==> src/rtl/uart_pkg.sv <==
// Shared definitions for the oversampled UART blocks.
package uart_pkg;

  localparam int PAR_NONE = 0;
  localparam int PAR_ODD  = 1;
  localparam int PAR_EVEN = 2;

  // Receiver states; prefixed so they cannot collide with module parameters.
  typedef enum logic [2:0] {
    S_IDLE,
    S_START,
    S_DATA,
    S_PARITY,
    S_STOP,
    S_BREAK_WAIT
  } rx_state_e;

  // Clock cycles per oversample tick, truncated (100 MHz, 115200, x16 -> 54).
  function automatic int calc_clks_per_tick(input int clk_hz, input int baud, input int os);
    return clk_hz / (baud * os);
  endfunction

endpackage

==> src/rtl/uart_tick_gen.sv <==
// Free-running oversample tick; one-cycle pulse every CLKS_PER_TICK clocks.
// Never re-phased by line activity so RX and TX can share it.
module uart_tick_gen #(
  parameter int CLKS_PER_TICK = 54
) (
  input  logic clk,
  input  logic reset,
  output logic tick
);

  localparam int CW = (CLKS_PER_TICK > 2) ? $clog2(CLKS_PER_TICK) : 1;

  logic [CW-1:0] cnt;

  assign tick = (cnt == CW'(CLKS_PER_TICK - 1));

  // Count 0..CLKS_PER_TICK-1 and wrap on the terminal count.
  always_ff @(posedge clk or negedge reset) begin
    if (!reset)    cnt <= '0;
    else if (tick) cnt <= '0;
    else           cnt <= cnt + CW'(1);
  end

endmodule

==> src/rtl/uart_rx_oversampled.sv <==
// Oversampled UART receiver: 3-sample majority per bit, optional parity,
// 1/2 stop bits, valid/ready delivery with sticky overrun.
module uart_rx_oversampled
  import uart_pkg::*;
#(
  parameter int CLKS_PER_TICK = calc_clks_per_tick(100_000_000, 115200, 16),
  parameter int OVERSAMPLE    = 16,
  parameter int DATA_BITS     = 8,
  parameter int PARITY        = 0,
  parameter int STOP_BITS     = 1
) (
  input  logic                 clk,
  input  logic                 reset,
  input  logic                 rx_serial,
  output logic [DATA_BITS-1:0] rx_data,
  output logic                 rx_valid,
  input  logic                 rx_ready,
  output logic                 parity_err,
  output logic                 frame_err,
  output logic                 overrun_err,
  output logic                 rx_busy
);

  localparam int H  = OVERSAMPLE / 2;
  localparam int SW = $clog2(OVERSAMPLE);
  localparam int BW = 4;

  rx_state_e            state, state_nx;
  logic                 tick;
  logic                 rx_meta, rx_s;
  logic [SW-1:0]        scnt;
  logic [BW-1:0]        bcnt;
  logic                 v0, v1;
  logic [DATA_BITS-1:0] shreg;
  logic                 perr_acc, ferr_acc;
  logic                 at_dec, at_end, maj, last_data, last_stop, par_bad;
  logic                 frame_done;

  uart_tick_gen #(.CLKS_PER_TICK(CLKS_PER_TICK)) u_tick (
    .clk   (clk),
    .reset (reset),
    .tick  (tick)
  );

  // Two-flop synchroniser; resets to the idle (high) line level.
  always_ff @(posedge clk or negedge reset) begin
    if (!reset) begin
      rx_meta <= 1'b1;
      rx_s    <= 1'b1;
    end else begin
      rx_meta <= rx_serial;
      rx_s    <= rx_meta;
    end
  end

  assign at_dec    = tick && (scnt == SW'(H + 1));
  assign at_end    = tick && (scnt == SW'(OVERSAMPLE - 1));
  assign maj       = (v0 & v1) | (v0 & rx_s) | (v1 & rx_s);
  assign last_data = (bcnt == BW'(DATA_BITS - 1));
  assign last_stop = (bcnt == BW'(STOP_BITS - 1));
  assign par_bad   = (PARITY == PAR_ODD) ? ~(^shreg ^ maj) : (^shreg ^ maj);
  assign rx_busy   = (state != S_IDLE);

  // State register.
  always_ff @(posedge clk or negedge reset) begin
    if (!reset) state <= S_IDLE;
    else        state <= state_nx;
  end

  // Next state; the frame completes at the final stop-bit decision, not at
  // the period end, leaving half a bit of slack for back-to-back frames.
  always_comb begin
    state_nx   = state;
    frame_done = 1'b0;
    case (state)
      S_IDLE:       if (tick && !rx_s) state_nx = S_START;
      S_START: begin
        if (at_dec && maj) state_nx = S_IDLE;
        else if (at_end)   state_nx = S_DATA;
      end
      S_DATA:       if (at_end && last_data)
                      state_nx = (PARITY != PAR_NONE) ? S_PARITY : S_STOP;
      S_PARITY:     if (at_end) state_nx = S_STOP;
      S_STOP: begin
        if (at_dec && last_stop) begin
          frame_done = 1'b1;
          state_nx   = (!maj && shreg == '0) ? S_BREAK_WAIT : S_IDLE;
        end
      end
      S_BREAK_WAIT: if (tick && rx_s) state_nx = S_IDLE;
      default:      state_nx = S_IDLE;
    endcase
  end

  // Bit timing, majority votes, shift register and per-frame error accumulation.
  always_ff @(posedge clk or negedge reset) begin
    if (!reset) begin
      scnt     <= '0;
      bcnt     <= '0;
      v0       <= 1'b1;
      v1       <= 1'b1;
      shreg    <= '0;
      perr_acc <= 1'b0;
      ferr_acc <= 1'b0;
    end else if (state == S_IDLE) begin
      scnt     <= '0;
      bcnt     <= '0;
      perr_acc <= 1'b0;
      ferr_acc <= 1'b0;
    end else begin
      if (tick) scnt <= (scnt == SW'(OVERSAMPLE - 1)) ? '0 : scnt + SW'(1);
      if (tick && scnt == SW'(H - 1)) v0 <= rx_s;
      if (tick && scnt == SW'(H))     v1 <= rx_s;
      if (state == S_DATA && at_dec)   shreg <= {maj, shreg[DATA_BITS-1:1]};
      if (state == S_PARITY && at_dec) perr_acc <= par_bad;
      if (state == S_STOP && at_dec && !maj) ferr_acc <= 1'b1;
      if (at_end && state == S_DATA)  bcnt <= last_data ? '0 : bcnt + BW'(1);
      if (at_end && state == S_STOP)  bcnt <= bcnt + BW'(1);
    end
  end

  // Output holding register: load on commit if free or being accepted,
  // otherwise drop the new frame and flag overrun.
  always_ff @(posedge clk or negedge reset) begin
    if (!reset) begin
      rx_data     <= '0;
      rx_valid    <= 1'b0;
      parity_err  <= 1'b0;
      frame_err   <= 1'b0;
      overrun_err <= 1'b0;
    end else if (frame_done) begin
      if (!rx_valid || rx_ready) begin
        rx_data     <= shreg;
        rx_valid    <= 1'b1;
        parity_err  <= perr_acc;
        frame_err   <= ferr_acc | ~maj;
        overrun_err <= 1'b0;
      end else begin
        overrun_err <= 1'b1;
      end
    end else if (rx_valid && rx_ready) begin
      rx_valid    <= 1'b0;
      overrun_err <= 1'b0;
    end
  end

endmodule
==> config.mk <==
export PLATFORM = sky130hd
export DESIGN_NAME = uart_rx_oversampled
export DESIGN_NICKNAME = d
export VERILOG_FILES = /design/src/rtl/uart_pkg.sv /design/src/rtl/uart_tick_gen.sv /design/src/rtl/uart_rx_oversampled.sv
export SDC_FILE = /design/constraint.sdc
export NUM_CORES = 1
export LEC_CHECK = 0
export BUFFER_PORTS_ARGS = -buffer_cell sky130_fd_sc_hd__buf_2
export CORE_MARGIN = 2
export CORE_UTILIZATION = 30
export DETAILED_ROUTE_END_ITERATION = 7
export HOLD_SLACK_MARGIN = 0.02
export PLACE_DENSITY = 0.51
export SLEW_MARGIN = 5
export SYNTH_ARGS = -nofsm -noshare
export SYNTH_HDL_FRONTEND = slang
export SYNTH_SLANG_ARGS = --single-unit
==> constraint.sdc <==
create_clock -name clk -period 2.2 [get_ports clk]
set_input_delay 0.44 -clock clk [delete_from_list [all_inputs] [get_ports clk]]
set_output_delay 0.44 -clock clk [all_outputs]
set_load 0.05 [all_outputs]
# --- Word-level counts from Yosys, hierarchy flattened ---
# Index checks and enable logic that the tools add are counted.
# W data, S select, Z words.
op_classes:
  add_sub_neg: 3
  eq_ne: 18
  muxes: 28
  bitwise_logic: 9
  n_reduce_logical: 37
op_table:
  columns: ["op", "count"]
  rows:
  - ["$mux W4", 7]
  - ["$mux W3", 8]
  - ["$pmux W3 S6", 1]
  - ["$logic_and A1 B1 Y1", 17]
  - ["$eq A4 B4 Y1 const B", 3]
  - ["$mux W1", 11]
  - ["$ne A2 B2 Y1 const B", 5]
  - ["$reduce_and A2 Y1", 5]
  - ["$add A4 B1 Y4 const B", 2]
  - ["$eq A4 B3 Y1 const B", 2]
  - ["$logic_not A8 Y1", 1]
  - ["$reduce_bool A2 Y1", 4]
  - ["$reduce_xor A8 Y1", 1]
  - ["$add A6 B1 Y6 const B", 1]
  - ["$eq A3 B2 Y1 const B", 2]
  - ["$eq A3 B3 Y1 const B", 2]
  - ["$eq A6 B6 Y1 const B", 1]
  - ["$mux W6", 1]
  - ["$reduce_and A6 Y1", 1]
  - ["$reduce_bool A3 Y1", 2]
  - ["$logic_not A4 Y1", 1]
  - ["$and A1 B1 Y1", 3]
  - ["$eq A3 B1 Y1 const B", 1]
  - ["$logic_not A1 Y1", 3]
  - ["other kinds (7)", 10]
totals:
  regBits: 43
  in_bits: 4
  output_inout_bits: 13
  elab_cells: 111

# --- Longest topological paths before layout ---
depth:
  ltp_word: 8
  ltp_mapped: 10
  ltp_nobuf: 7

# --- Cells and area by module ---
# Synthesis repeated with hierarchy kept, for this count alone.
hier_totals:
  hier_cells: 224
  hier_area_um2: 2250.9
modules_own_cells:
  columns: ["module", "instances", "cells_per_inst", "area_per_inst_um2", "seq_area_each_um2"]
  rows:
  - ["uart_rx_oversampled", 1, 196, 1971.9, 930.9]
  - ["uart_tick_gen", 1, 28, 279.0, 150.1]

# --- Worst setup path before layout ---
# Ideal clock, no wire load.
synth_timing:
  kind: "register to register"
  startpoint: "reg u_tick.cnt[0]"
  endpoint: "reg shreg[6]"
  setup_ns: 0.126
  t_arrival_ns: 1.658
  path_slack_ns: 0.416
  path_stages_with_launch: 10
  path_buffers: 3
  cell_sequence: "dfrtp_1 -> ha_1 -> and3b_1 -> buf_6 -> and3_2 -> and3_1 -> buf_2 -> buf_6 -> nand2_1 -> o21ai_0"
synth_between:
  elab_chain_cells: 4
synth_lines:
  columns: ["item", "line", "source"]
  rows:
  - ["start: declaration", "uart_tick_gen.sv:13", "logic [CW-1:0] cnt;"]
  - ["start signal: assignment", "uart_tick_gen.sv:21", "else cnt <= cnt + CW'(1);"]
  - ["$eq A6 B6 Y1", "uart_tick_gen.sv:15", "assign tick = (cnt == CW'(CLKS_PER_TICK - 1));"]
  - ["$logic_and A1 B1 Y1", "uart_rx_oversampled.sv:56", "assign at_dec = tick && (scnt == SW'(H + 1));"]
  - ["$logic_and A1 B1 Y1", "uart_rx_oversampled.sv:114", "if (state == S_DATA && at_dec) shreg <= {maj, shreg[DATA_BITS-1:1]};"]
  - ["$reduce_and A2 Y1 (no line)", null, null]
  - ["end signal: assignment", "uart_rx_oversampled.sv:114", null]
  - ["end: declaration", "uart_rx_oversampled.sv:34", "logic [DATA_BITS-1:0] shreg;"]
# Every way passes these cells.
# A chain may end at the register's enable or synchronous reset.

# --- Final worst setup path ---
layout_timing:
  startpoint: "reg u_tick.cnt[1]"
  endpoint: "reg frame_err"
layout_between:
  elab_chain_cells: 6
layout_lines:
  columns: ["item", "line", "source"]
  rows:
  - ["$eq A6 B6 Y1", "uart_tick_gen.sv:15", null]
  - ["$logic_and A1 B1 Y1", "uart_rx_oversampled.sv:56", null]
  - ["$logic_and A1 B1 Y1", "uart_rx_oversampled.sv:85", "if (at_dec && last_stop) begin"]
  - ["$mux W1", "uart_rx_oversampled.sv:85", null]
  - ["$mux W1", "uart_rx_oversampled.sv:75", "case (state)"]
  - ["$reduce_and A2 Y1 (no line)", null, null]
  - ["end signal: assignment", "uart_rx_oversampled.sv:136", "frame_err <= ferr_acc | ~maj;"]
  - ["end: declaration", "uart_rx_oversampled.sv:19", "output logic frame_err,"]
# Every way passes these cells.

==> results.tsv <==
stage	metric	value	unit
run_status	status	complete, no violations	
flow_run	maxcap violations	0	
power	IR drop worst, VDD	0.2098	mV
worst_setup_path	crit path launch type	register	
synthesis	most frequently used flop master after synthesis	dfrtp_1	
power	Switching Fraction	0.2254	
global_routing	layer with the highest usage	met2	
worst_setup_path	type of the worst setup path	register to register	
synthesis	Mapped Cells	225	
worst_setup_path	Max Fanout on Critical Path	10	
clock_network	CTS Hold Buffers Added	0	
timing	Slew HR	0.7114	
route	Vias/cell	4.641	
route	total vias in the final route	1615	
clock_network	Worst-Skew Late Latency	0.29	ns
clock_network	CTS tree	done	
power	Logic pwr share	0.023	
cells_and_area	Util after Layout	0.3509	
route	final WL	4380	um
clock_network	Post-CTS Setup Inserts	0	
clock_network	post-CTS sizing	0	
clock_network	Clock Sinks	43	
timing	Slew @ Worst Pin	0.4328	ns
power	pwr dens	516.4	nW/um^2
global_routing	GR Util All Layers	0.1154	
synthesis	Yosys cell types	51	
power	Flop pwr share	0.603	
synthesis	Mean Syn Cell Area	10.07	um^2
route	Iter 0 DRT Violations	40	
worst_setup_path	CP required	2.38	ns
synthesis	post-synth top area share	0.4307	
synthesis	number of synthesized flops with an enable pin	0	
synthesis	Seq/Total Area, Yosys	0.4771	
cells_and_area	P&R area growth vs syn	12.92	%
synthesis	Yosys warning count	0	
place	DP HPWL	3198	um
floorplanning	Die Wd	90.91	um
floorplanning	die area	8265	um^2
global_routing	global-route wire length before repair	7583	um
synthesis	post-synth top area cell	dfrtp_1	
timing	RSZ-0062 raised after global routing	no	
synthesis	Yosys reg bits	43	
global_routing	grt met1 use	0.1563	
clock_network	clk buf depth	2	
global_routing	met3 usage	0.02588	
floorplanning	I/O Pins	17	
timing	Final period util	0.9004	
power	P_int	1.024	mW
floorplanning	core area	7292	um^2
floorplanning	Die Height	90.91	um
power	clock group share of total power	0.374	
cells_and_area	# nets final	263	
cells_and_area	# diodes	0	
cells_and_area	layout cells sized above 1	0.2369	
global_routing	total gr overflow	0	
clock_network	CTS buffer count	5	
route	drt wl/cell	12.59	um
worst_hold_path	hold crit path type	input port to async pin	
synthesis	Syn Std Cell Area	2266	um^2
route	antenna viol nets, final	0	
timing	f_max	504.8	MHz
timing	Setup violations, final	0	
clock_network	Reg clk slew, reported paths	0.08	ns
timing	post-layout min period	1.981	ns
synthesis	syn_nets	240	
cells_and_area	Filler cells	774	
global_routing	initial antenna violation count	0	
timing	Setup TNS	0	ns
floorplanning	initial core utilization	0.3107	
route	DRC violations left	0	
global_routing	met2 Track Usage GR	0.1735	
synthesis	synth top area cells	dfrtp_1 (43%), mux2_2 (6.5%), ha_1 (6.1%), dfstp_2 (4.6%), nor2_1 (3.3%)	
place	Setup WS pre-CTS	0.08495	ns
place	routability cong.	0.8417	
timing	max-slew violation count	0	
cells_and_area	area of the multi-input gates	1057	um^2
worst_setup_path	crit path DAT	2.16	ns
worst_setup_path	crit end category	register	
timing	Layout Skew	0.007188	ns
global_routing	largest net degree at the start of global routing	19	
place	PortBufs	16	
power	Lkg Pwr	1.168	nW
cells_and_area	register area	1081	um^2
synthesis	Async SR Flop Fraction	1.000	
clock_network	root buf cell	clkbuf_8	
global_routing	vias in the first global route	1552	
floorplanning	Cell Rows	31	
route	Detailed Routing Iterations Pass 1	5	
timing	Final WS setup	0.2192	ns
power	Psw	0.2978	mW
timing	endpoints failing hold	0	
clock_network	H-tree depth	2	
-- layout make-up --
cell class,count,share of cell area
clock buffers,6,0.02836
clock inverters,2,0.004890
inverters,17,0.02494
multi-input cells,156,0.4132
flip-flops and latches,43,0.4225
well taps,99,0.04841
repair buffers,25,0.05770
-- critical path: stages, from the launching register on --
cell and delay (ns):
dfrtp_1 0.41, inv_1 0.06, ha_1 0.12, and3b_2 0.32, nand4_1 0.17, nor2_1 0.24, nand2_2 0.22, mux2_2 0.32
-- flip-flops by register name, indices dropped and copies added (netlist names), 3 cells and up --
signal / cells
bcnt: 4
state: 3
shreg: 8
rx_data: 8
scnt: 4
u_tick.cnt: 6
-- power by group through the flow --
stage	registers [mW]	logic, mW	clock network (mW)
after global routing	0.798	0.0361	0.563
after CTS	0.797	0.0327	0.524
after global placement	0.812	0.0324	0
final	0.797	0.0305	0.494
after floorplan	0.817	0.00265	0
after detailed placement	0.812	0.0325	0
-- worst paths after layout --
path	start	end	slack, ns	cells past startpoint
min in group clk	rx_serial	rx_meta$_DFF_PN1_	0.24	1
worst min-delay path	reset	u_tick.cnt[3]$_DFF_PN0_	0.08	1
max in group asynchronous	reset	rx_valid$_DFFE_PN0P_	1.58	2
worst max-delay path	u_tick.cnt[1]$_DFF_PN0_	frame_err$_DFFE_PN0P_	0.22	7
worst max register to register	u_tick.cnt[1]$_DFF_PN0_	frame_err$_DFFE_PN0P_	0.22	7
worst min register to register	rx_meta$_DFF_PN1_	rx_s$_DFF_PN1_	0.36	0
-- Yosys cell counts (2+ instances only) --
library cell / n
dfrtp_1: 39
a211oi_1: 3
dfstp_2: 4
buf_2: 2
and2_1: 2
and3b_1: 4
nor3_1: 3
nand2_1: 19
nand4_1: 4
a21oi_1: 12
a31oi_1: 4
buf_6: 2
o21ai_0: 9
and3_1: 2
o21ai_1: 6
o31ai_1: 2
inv_1: 17
ha_1: 11
and3_2: 2
nor2_1: 20
mux2_2: 13
xor2_1: 3
xnor2_1: 5
clkbuf_1: 3
nand3_1: 7
nor4_1: 2
-- cell families after synthesis --
logic type,count (synthesis),synth area share
AND/OR/NAND/NOR,78,0.1850
AO/OA/AOI/OAI,44,0.1160
flip-flops,43,0.4771
buffers and inverters,26,0.05687
multiplexers,14,0.06902
adder cells (fa/ha/maj),12,0.06516
XOR/XNOR,8,0.03092
-- routing by layer --
metal | up-vias | wire length (um)
li1 | 828 | -
met1 | 752 | 2181
met2 | 26 | 1963
met3 | 9 | 122
met4 | 0 | 112
met5 | - | 0
-- stage by stage --
| stage | instances | hold slack, ns | power [mW] | instance area [um^2] |
|---|---|---|---|---|
| final | 348 | 0.07921 | 1.321 | 2559 |
| after floorplan | 225 | 0.1444 | 0.8198 | 2266 |
| after CTS | 348 | 0.08346 | 1.354 | 2557 |
| after detailed placement | 340 | 0.3488 | 0.8447 | 2472 |
| after global routing | 348 | 0.09158 | 1.397 | 2559 |
| after global placement | 340 | 0.3453 | 0.8447 | 2472 |
-- layout by cell type, fill, tap and decap left out, drive strengths merged, types with 2 or more instances in the layout --
| master | n |
|---|---|
| dfrtp | 39 |
| a31oi | 4 |
| and3 | 4 |
| buf | 25 |
| a21oi | 12 |
| xor2 | 3 |
| mux2 | 13 |
| nand3 | 7 |
| a211oi | 3 |
| inv | 17 |
| nor3 | 3 |
| dfstp | 4 |
| nor4 | 2 |
| clkbuf | 6 |
| nand2 | 21 |
| nor2 | 21 |
| ha | 11 |
| o21ai | 15 |
| o31ai | 2 |
| and2 | 3 |
| and3b | 4 |
| nand4 | 5 |
| xnor2 | 5 |
Note: power is estimated with default switching activity, not from simulation.
